## src/rtl/logic_unit_pipe.sv

```systemverilog
// Two-stage pipelined bitwise logic unit with valid/ready handshakes, an
// optional chained accumulator operand, registered result flags and a completion counter.
module logic_unit_pipe #(
  parameter int WIDTH = 32,
  parameter int CNT_W = 16
) (
  input  logic             clk,
  input  logic             rst,
  input  logic             in_valid,
  output logic             in_ready,
  input  logic [WIDTH-1:0] a,
  input  logic [WIDTH-1:0] b,
  input  logic [2:0]       sel,
  input  logic             chain,
  output logic             out_valid,
  input  logic             out_ready,
  output logic [WIDTH-1:0] out,
  output logic             flag_zero,
  output logic             flag_ones,
  output logic             flag_par,
  output logic [CNT_W-1:0] op_count
);

  typedef enum logic [2:0] {
    OP_AND   = 3'b000,
    OP_OR    = 3'b001,
    OP_XOR   = 3'b010,
    OP_NAND  = 3'b011,
    OP_NOR   = 3'b100,
    OP_XNOR  = 3'b101,
    OP_NOTA  = 3'b110,
    OP_PASSB = 3'b111
  } op_e;

  logic             s1_valid;
  logic [WIDTH-1:0] s1_a;
  logic [WIDTH-1:0] s1_b;
  op_e              s1_sel;
  logic             s1_chain;
  logic [WIDTH-1:0] acc;
  logic [WIDTH-1:0] op_a;
  logic [WIDTH-1:0] result;
  logic             adv2;
  logic             acc1;

  // out_valid is the S2 valid bit; S2 may refill in the same cycle it drains.
  assign adv2     = s1_valid & (~out_valid | out_ready);
  assign in_ready = ~s1_valid | adv2;
  assign acc1     = in_valid & in_ready;

  always_comb begin
    op_a   = s1_chain ? acc : s1_a;
    result = '0;
    case (s1_sel)
      OP_AND:   result = op_a & s1_b;
      OP_OR:    result = op_a | s1_b;
      OP_XOR:   result = op_a ^ s1_b;
      OP_NAND:  result = ~(op_a & s1_b);
      OP_NOR:   result = ~(op_a | s1_b);
      OP_XNOR:  result = ~(op_a ^ s1_b);
      OP_NOTA:  result = ~op_a;
      OP_PASSB: result = s1_b;
      default:  result = s1_b;
    endcase
  end

  always_ff @(posedge clk or posedge rst) begin
    if (rst) begin
      s1_valid <= 1'b0;
      s1_a     <= '0;
      s1_b     <= '0;
      s1_sel   <= OP_AND;
      s1_chain <= 1'b0;
    end else if (acc1) begin
      s1_valid <= 1'b1;
      s1_a     <= a;
      s1_b     <= b;
      s1_sel   <= op_e'(sel);
      s1_chain <= chain;
    end else if (adv2) begin
      s1_valid <= 1'b0;
    end
  end

  // The accumulator follows program order: it tracks every result entering S2.
  always_ff @(posedge clk or posedge rst) begin
    if (rst) begin
      out_valid <= 1'b0;
      out       <= '0;
      flag_zero <= 1'b0;
      flag_ones <= 1'b0;
      flag_par  <= 1'b0;
      acc       <= '0;
    end else if (adv2) begin
      out_valid <= 1'b1;
      out       <= result;
      flag_zero <= (result == '0);
      flag_ones <= (result == '1);
      flag_par  <= ^result;
      acc       <= result;
    end else if (out_valid && out_ready) begin
      out_valid <= 1'b0;
    end
  end

  always_ff @(posedge clk or posedge rst) begin
    if (rst) begin
      op_count <= '0;
    end else if (out_valid && out_ready) begin
      op_count <= op_count + CNT_W'(1);
    end
  end

endmodule

```

## config.mk

```make
export PLATFORM = sky130hd
export DESIGN_NAME = logic_unit_pipe
export DESIGN_NICKNAME = d
export VERILOG_FILES = /design/src/rtl/logic_unit_pipe.sv
export SDC_FILE = /design/constraint.sdc
export NUM_CORES = 1
export LEC_CHECK = 0
export CORE_ASPECT_RATIO = 1.75
export CORE_MARGIN = 2
export CORE_UTILIZATION = 56
export CTS_CLUSTER_SIZE = 16
export DETAILED_ROUTE_END_ITERATION = 10
export PLACE_DENSITY_LB_ADDON = 0.05
export SLEW_MARGIN = 25
export SYNTH_ARGS = -nofsm -noshare
export SYNTH_HDL_FRONTEND = slang
export SYNTH_SLANG_ARGS = --single-unit
```

## constraint.sdc

```tcl
create_clock -name clk -period 5.7 [get_ports clk]
set_clock_uncertainty 0.05 [all_clocks]
set_input_delay 1.14 -clock clk [delete_from_list [all_inputs] [get_ports clk]]
set_output_delay 1.14 -clock clk [all_outputs]
set_load 0.005 [all_outputs]
```

==> flow_metrics.env, run 1 <==
export IMPL_outcome="finished, final reports clean"
export IMPL_post_cts_resized=0
export IMPL_synth_area_in_simple_gates_pct=6.19
export IMPL_detailedPlace_worstSlack_ps=1940
export IMPL_critPathLaunchType="register"
export IMPL_max_cap_check_violation_count=0
export IMPL_path_max_fanout=17
export IMPL_synth_adder_area_share_pct=13.9
export IMPL_netlist_area_sq_um=8730
export IMPL_first_pass_grt_wire_length_mm=37.1
export IMPL_drt_iter0_drc=294
export IMPL_worst_r2r_startpoint="s1_chain"
export IMPL_xor_and_xnor_area_share_after_synthesis_pct=3.01
export IMPL_drc_errors=0
export IMPL_endpoint_arrival_time_on_the_critical_path_ps=4000
export IMPL_area_overhead_of_the_layout_relative_to_synthesis_pct=21.1
export IMPL_design_core_area_sq_um=15300
export IMPL_postLayoutSetupSlackWorst_ps=1940
export IMPL_cts_inserted_buffers=17
export IMPL_route_final_wire_length_mm=22.3
export IMPL_cts_sink_count=121
export IMPL_placement_io_buffers=124
export IMPL_max_slew_margin_rel_pct=32.2
export IMPL_antenna_cells=0
export IMPL_hold_viol_final=0
export IMPL_hold_depth=1
export IMPL_timing_hold_worst_start="op_count[15]"
export IMPL_fillerInstances=1212
export IMPL_shortest_clock_period_the_worst_path_allows_after_layout_ps=3760
export IMPL_path_cells="buf_12 -> mux2i_1 -> inv_1 -> ha_1 -> or2_2 -> a21oi_1 -> o21ai_0 -> a21oi_1 -> inv_1 -> ha_1 -> xnor2_1 -> xnor2_1 -> xnor2_1 -> xnor2_1 -> o21ai_0"
export IMPL_power_per_cell_area_nw_per_um2=466
export IMPL_max_freq_mhz=266
export IMPL_synth_compound_area_share_pct=17.7
export IMPL_async_reset_ff_share_pct=100
export IMPL_start_util_pct=57.0
export IMPL_placementRows=60
export IMPL_rr_endpoint="flag_par"
export IMPL_worstHoldPathType="register to register"
export IMPL_die_area_sq_um=16600
export IMPL_dr_total_vias=6810
export IMPL_grt_remaining_overflow=0
export IMPL_synth_edff_count=0
export IMPL_clk_pin_slew_worst_paths_ps=60
export IMPL_largest_family_of_logic_cells_by_synthesized_area="compound AO/OA/AOI/OAI gates"
export IMPL_place_detailed_hpwl_mm=15.8
export IMPL_synthFlopType="sky130_fd_sc_hd__dfrtp_1"
export IMPL_htreeDepth=4
export IMPL_vias_in_the_first_global_route=7515
export IMPL_io_pins=125
export IMPL_cts_hold_repair_buffers=0
export IMPL_final_period_utilization_pct=65.9
export IMPL_grt_antenna_before_repair=0
export IMPL_r2r_cells=15
export IMPL_finalWeightedCongestion=0.899
export IMPL_critPathSlowestCell="sky130_fd_sc_hd__dfrtp_2"
export IMPL_die_height_um=169
export IMPL_seqCellArea_sq_um=3030
export IMPL_route_detailed_wl_per_inst_um=20.0
export IMPL_cp_required_ps=5940
export IMPL_gr_usage_all_layers_pct=27.8
export IMPL_r2r_setup_slack_ps=1940
export IMPL_tritoncts="yes"
export IMPL_clock_path_buffers=2
export IMPL_post_route_cells_drive_above_1_share_pct=22.9
export IMPL_synth_seq_area_share_pct=34.7
export IMPL_critical_path_class="register to register"
export IMPL_power_ir_vdd_worst_v=0.000241
export IMPL_drt_pre_antenna_iters=8
export IMPL_finish_net_count=1086
export IMPL_worst_pin_slew_ps=1010
export IMPL_layout_cells_most_common_list="124 x sky130_fd_sc_hd__clkdlybuf4s50_1, 119 x sky130_fd_sc_hd__dfrtp_1, 101 x sky130_fd_sc_hd__mux2_2"
export IMPL_total_negative_slack_ps=0
export IMPL_pin_count_of_the_biggest_net_entering_global_routing=88
export IMPL_rsz_0062_raised_after_global_routing="no"
export IMPL_ys_warn_count=0
export IMPL_antenna_viol_nets_final=0
export IMPL_cts_root_buffer="sky130_fd_sc_hd__clkbuf_16"
export IMPL_synth_lib_cells_used_distinct=46
export IMPL_most_frequent_cp_cell="sky130_fd_sc_hd__xnor2_1"
export IMPL_cellLeakagePower_nw=4.88
export IMPL_syn_num_nets=981
export IMPL_syn_inst=812
export IMPL_die_width_um=98.4
export IMPL_multi_input_comb_area_sq_um=5020
export IMPL_critPathMaxStageDelay_ps=730
export IMPL_cp_end_kind="register"
export IMPL_capture_endpoint_of_the_worst_hold_path="op_count[15]"
export IMPL_post_synth_mux_area_share_pct=16.6
export IMPL_setup_violations=0
export IMPL_final_max_slew_violation_count=0
export IMPL_vias_per_cell=6.10
export IMPL_layout_commonest_cell="sky130_fd_sc_hd__clkdlybuf4s50_1"
export IMPL_synth_seq_cells=121
export IMPL_post_synth_cell_area_avg_sq_um=10.7
export IMPL_insertion_delay_ps=430
export IMPL_post_cts_repair_setup_buffers=0
-- where the power goes --
part           internal, mW  total, mW  leakage (nW)  switching, mW
combinational          1.33       2.58          3.16           1.25
sequential             1.08       1.30          1.45          0.220
clock                 0.607       1.05         0.271          0.442
-- cells by family (layout without fill, tap and decap cells) --
| logic type | after synthesis | count (layout) |
|---|---|---|
| AO/OA/AOI/OAI | 164 | 164 |
| XOR/XNOR | 30 | 30 |
| adder cells (fa/ha/maj) | 97 | 97 |
| buffers and inverters | 149 | 267 |
| flip-flops | 121 | 121 |
| multiplexers | 132 | 132 |
| AND/OR/NAND/NOR | 119 | 119 |
-- metrics by stage --
stage | instance area (sq um) | instances | util, % | power [mW] | hold slack (ps)
3_3_place_gp | 9970 | 1083 | 65.1 | 3.73 | 413
5_1_grt | 10600 | 1116 | 69.0 | 5.26 | 451
3_5_place_dp | 9990 | 1084 | 65.3 | 3.86 | 423
2_1_floorplan | 8730 | 812 | - | 3.07 | 407
4_1_cts | 10600 | 1116 | 69.0 | 4.92 | 433
6_report | 10600 | 1116 | 69.0 | 4.92 | 433
-- registers in the layout, summed over array words and instances (netlist names), 3 cells and up --
register / flops
op_count: 16
s1_sel: 3
s1_b: 32
acc: 32
s1_a: 32
-- layout make-up --
class,count,area share [%]
repair buffers,135,12.6
multi-input cells,542,47.5
well taps,186,2.20
flip-flops and latches,121,28.7
clock inverters,15,1.34
clock buffers,17,4.03
inverters,100,3.60
-- worst max-delay path: cells and delay by family (launching register included) --
kind            cells  cell delay (ps)
compound gates      4              630
xor+xnor            4              640
fa+ha+maj           2              500
buf+inv             3              440
flops               1              730
mux                 1              320
simple gates        1              290
-- cell usage after synthesis (2+ instances only) --
library cell / instances / share of area [%]
sky130_fd_sc_hd__a22oi_2: 11 / 1.6
sky130_fd_sc_hd__xnor2_1: 25 / 2.5
sky130_fd_sc_hd__and3_1: 2 / 0.14
sky130_fd_sc_hd__buf_6: 8 / 1.0
sky130_fd_sc_hd__nand2_1: 16 / 0.69
sky130_fd_sc_hd__nor3_1: 3 / 0.17
sky130_fd_sc_hd__o22ai_1: 18 / 1.3
sky130_fd_sc_hd__nand2_2: 2 / 0.14
sky130_fd_sc_hd__a221oi_1: 4 / 0.40
sky130_fd_sc_hd__nor2_1: 66 / 2.8
sky130_fd_sc_hd__o2bb2ai_1: 11 / 1.1
sky130_fd_sc_hd__a221oi_2: 27 / 4.6
sky130_fd_sc_hd__mux2i_1: 31 / 3.6
sky130_fd_sc_hd__o21ai_0: 5 / 0.29
sky130_fd_sc_hd__a21oi_1: 3 / 0.17
sky130_fd_sc_hd__clkbuf_1: 6 / 0.26
sky130_fd_sc_hd__nand4_1: 10 / 0.72
sky130_fd_sc_hd__a221o_1: 3 / 0.34
sky130_fd_sc_hd__buf_2: 22 / 1.3
sky130_fd_sc_hd__ha_1: 97 / 14
sky130_fd_sc_hd__xor2_1: 5 / 0.50
sky130_fd_sc_hd__dfrtp_1: 121 / 35
sky130_fd_sc_hd__a21oi_2: 18 / 1.8
sky130_fd_sc_hd__buf_4: 12 / 1.0
sky130_fd_sc_hd__nand3_1: 5 / 0.29
sky130_fd_sc_hd__nand2b_1: 5 / 0.36
sky130_fd_sc_hd__a2bb2oi_1: 30 / 3.0
sky130_fd_sc_hd__inv_1: 99 / 4.3
sky130_fd_sc_hd__or4_1: 2 / 0.17
sky130_fd_sc_hd__mux2_2: 101 / 13
sky130_fd_sc_hd__a22oi_1: 29 / 2.5
-- worst max path at each step --
stage,from,endpoint,slack [ps],cells past startpoint
2_1_floorplan,rst,acc[0],1300,1
3_3_place_gp,s1_chain,flag_par,1880,14
3_5_place_dp,s1_sel[1],flag_par,1940,13
4_1_cts,s1_sel[1],flag_par,1900,13
5_1_grt,s1_chain,flag_par,1710,15
6_report,s1_chain,flag_par,1940,15
-- layer usage --
| layer | vias up | GRT usage, % | wire length (um) | part of all wire (%) |
|---|---|---|---|---|
| li1 | 3114 | - | - | - |
| met1 | 3413 | 29.4 | 8240 | 37 |
| met2 | 222 | 52.4 | 12200 | 55 |
| met3 | 61 | 4.65 | 950 | 4.3 |
| met4 | 0 | 13.8 | 881 | 3.9 |
| met5 | - | 0 | 0 | 0 |
Note: power is estimated with default switching activity, not from simulation.
==> run 2, diff against run 1 <==
Clock period 5.7 ns to 3.55 ns, I/O delays scaled along.
==> flow_metrics.env, run 2 (synthesized netlist as in run 1, its figures left out) <==
export IMPL_outcome="finished, final reports clean"
export IMPL_endpoint_arrival_time_on_the_critical_path_ps=3520
export IMPL_drc_errors=0
export IMPL_cp_required_ps=3760
export IMPL_final_period_utilization_pct=93.3
export IMPL_shortest_clock_period_the_worst_path_allows_after_layout_ps=3310
export IMPL_route_final_wire_length_mm=23.8
export IMPL_hold_viol_final=0
export IMPL_cts_hold_repair_buffers=0
export IMPL_cts_root_buffer="sky130_fd_sc_hd__clkbuf_16"
export IMPL_cts_inserted_buffers=17
export IMPL_reg_largest_list="acc: 32 flops, s1_a: 32 flops, s1_b: 32 flops"
export IMPL_gr_usage_all_layers_pct=29.3
export IMPL_route_detailed_wl_per_inst_um=21.0
export IMPL_grt_antenna_before_repair=0
export IMPL_finalInstanceArea_sq_um=10800
export IMPL_max_slew_margin_rel_pct=50.7
export IMPL_grtUsageMet3_pct=4.98
export IMPL_cellLeakagePower_nw=4.97
export IMPL_rsz_0062_raised_after_global_routing="no"
export IMPL_clk_pin_slew_worst_paths_ps=60
export IMPL_path_max_fanout=18
export IMPL_timing_hold_ws_ps=423
export IMPL_final_max_slew_violation_count=0
export IMPL_placementRows=60
export IMPL_area_overhead_of_the_layout_relative_to_synthesis_pct=23.6
export IMPL_post_route_cells_drive_above_1_share_pct=24.8
export IMPL_die_width_um=98.4
export IMPL_dr_total_vias=6917
export IMPL_power_per_cell_area_nw_per_um2=755
export IMPL_vias_per_cell=6.11
export IMPL_layout_commonest_cell="sky130_fd_sc_hd__clkdlybuf4s50_1"
export IMPL_grt_remaining_overflow=0
export IMPL_most_frequent_cp_cell="sky130_fd_sc_hd__xnor2_1"
export IMPL_vias_in_the_first_global_route=7733
export IMPL_critPathSlowestCell="sky130_fd_sc_hd__dfrtp_2"
export IMPL_max_cap_check_violation_count=0
export IMPL_dpl_cell_count=1100
export IMPL_drt_iter0_drc=267
export IMPL_power_ir_vdd_worst_v=0.000535
export IMPL_antenna_cells=0
export IMPL_critPathMaxStageDelay_ps=390
export IMPL_top_usage_layer="met2"
export IMPL_pin_count_of_the_biggest_net_entering_global_routing=122
export IMPL_count_of_non_filler_cells_in_the_finished_layout=1132
export IMPL_path_cells="buf_12 -> mux2i_2 -> inv_1 -> ha_1 -> or2_2 -> a21oi_1 -> o21ai_0 -> a21oi_2 -> inv_1 -> ha_1 -> xnor2_1 -> xnor2_1 -> xnor2_1 -> xnor2_1 -> o21ai_0"
export IMPL_design_core_area_sq_um=15300
export IMPL_io_pins=125
export IMPL_start_util_pct=57.0
export IMPL_setup_violations=0
export IMPL_met2_usage_pct=55.0
export IMPL_place_detailed_hpwl_mm=16.6
export IMPL_drt_pre_antenna_iters=5
export IMPL_htreeDepth=4
export IMPL_critical_path_class="register to register"
export IMPL_cts_sink_count=121
export IMPL_die_height_um=169
export IMPL_cp_end_kind="register"
export IMPL_antenna_viol_nets_final=0
export IMPL_fillerInstances=1155
export IMPL_max_freq_mhz=302
export IMPL_final_core_util_pct=70.4
export IMPL_worstHoldPathType="register to register"
export IMPL_insertion_delay_ps=420
export IMPL_first_pass_grt_wire_length_mm=39.0
export IMPL_global_route_met1_utilization_pct=31.2
export IMPL_die_area_sq_um=16600
export IMPL_tritoncts="yes"
export IMPL_placement_cell_area_sq_um=10200
export IMPL_total_negative_slack_ps=0
export IMPL_layout_cells_most_common_list="124 x sky130_fd_sc_hd__clkdlybuf4s50_1, 119 x sky130_fd_sc_hd__dfrtp_1, 101 x sky130_fd_sc_hd__mux2_2"
export IMPL_finish_net_count=1102
export IMPL_finalWeightedCongestion=0.828
export IMPL_critPathLaunchType="register"
export IMPL_worst_pin_slew_ps=733
export IMPL_placement_io_buffers=124
export IMPL_clock_path_buffers=2
[run 2: changes by cell type in the layout (fill, tap and decap cells not counted), sizes merged]
cell	change
clkinv	+2
clkinvlp	+1
inv	-5
buf	+16
clkbuf	+1
bufinv	+1
[run 2: worst max-delay path: cells and delay by family, from the launching register on]
family,cells,cell delay [ps]
muxes,1,330
buffers and inverters,3,350
and+or+nand+nor,1,290
adders and majority gates,2,480
xor gates and xnor gates,4,650
AOI/OAI and AO/OA,4,600
DFF,1,390
[run 2: path summary, 6_finish.rpt]
| kind | startpoint | end | slack, ps | depth (start not counted) |
|---|---|---|---|---|
| worst max-delay path | s1_chain | flag_par | 240 | 15 |
| worst min-delay path | op_count[15] | op_count[15] | 420 | 1 |
| worst max register to register | s1_chain | flag_par | 240 | 15 |
| worst min register to register | op_count[15] | op_count[15] | 420 | 1 |
| max in group asynchronous | rst | s1_chain | 2120 | 3 |
| min in group asynchronous | rst | s1_b[25] | 780 | 3 |
[run 2: routing by layer]
metal | wire length [um] | vias up
li1 | - | 3130
met3 | 1070 | 78
met5 | 0 | -
met2 | 13200 | 266
met4 | 940 | 0
met1 | 8570 | 3443
[run 2: power breakdown]
| part | internal [mW] | switching (mW) |
|---|---|---|
| combinational | 2.24 | 2.07 |
| sequential | 1.73 | 0.368 |
| clock | 1.04 | 0.696 |
| total | 5.00 | 3.13 |
[run 2: timing repair]
item | in CTS | in global routing
resized for setup | 0 | 9
setup endpoints to repair | 0 | 1
setup buffers | 0 | 0
[run 2: area by class of cell]
class	count	area, sq um	area share [%]
Multi-Input combinational cell	542	5050	46.9
Timing Repair Buffer	151	1510	14.0
Sequential cell	121	3030	28.1
Clock buffer	18	429	3.98
Inverter	100	379	3.52
Clock inverter	14	150	1.39
Tap cell	186	233	2.16
[run 2: stage by stage]
| stage | power (mW) | setup WS (ps) |
|---|---|---|
| after floorplan | 4.93 | 611 |
| after global placement | 6.16 | 166 |
| after detailed placement | 6.36 | 127 |
| after CTS | 8.14 | 95.7 |
| after global routing | 8.69 | 4.18 |
| final | 8.14 | 237 |
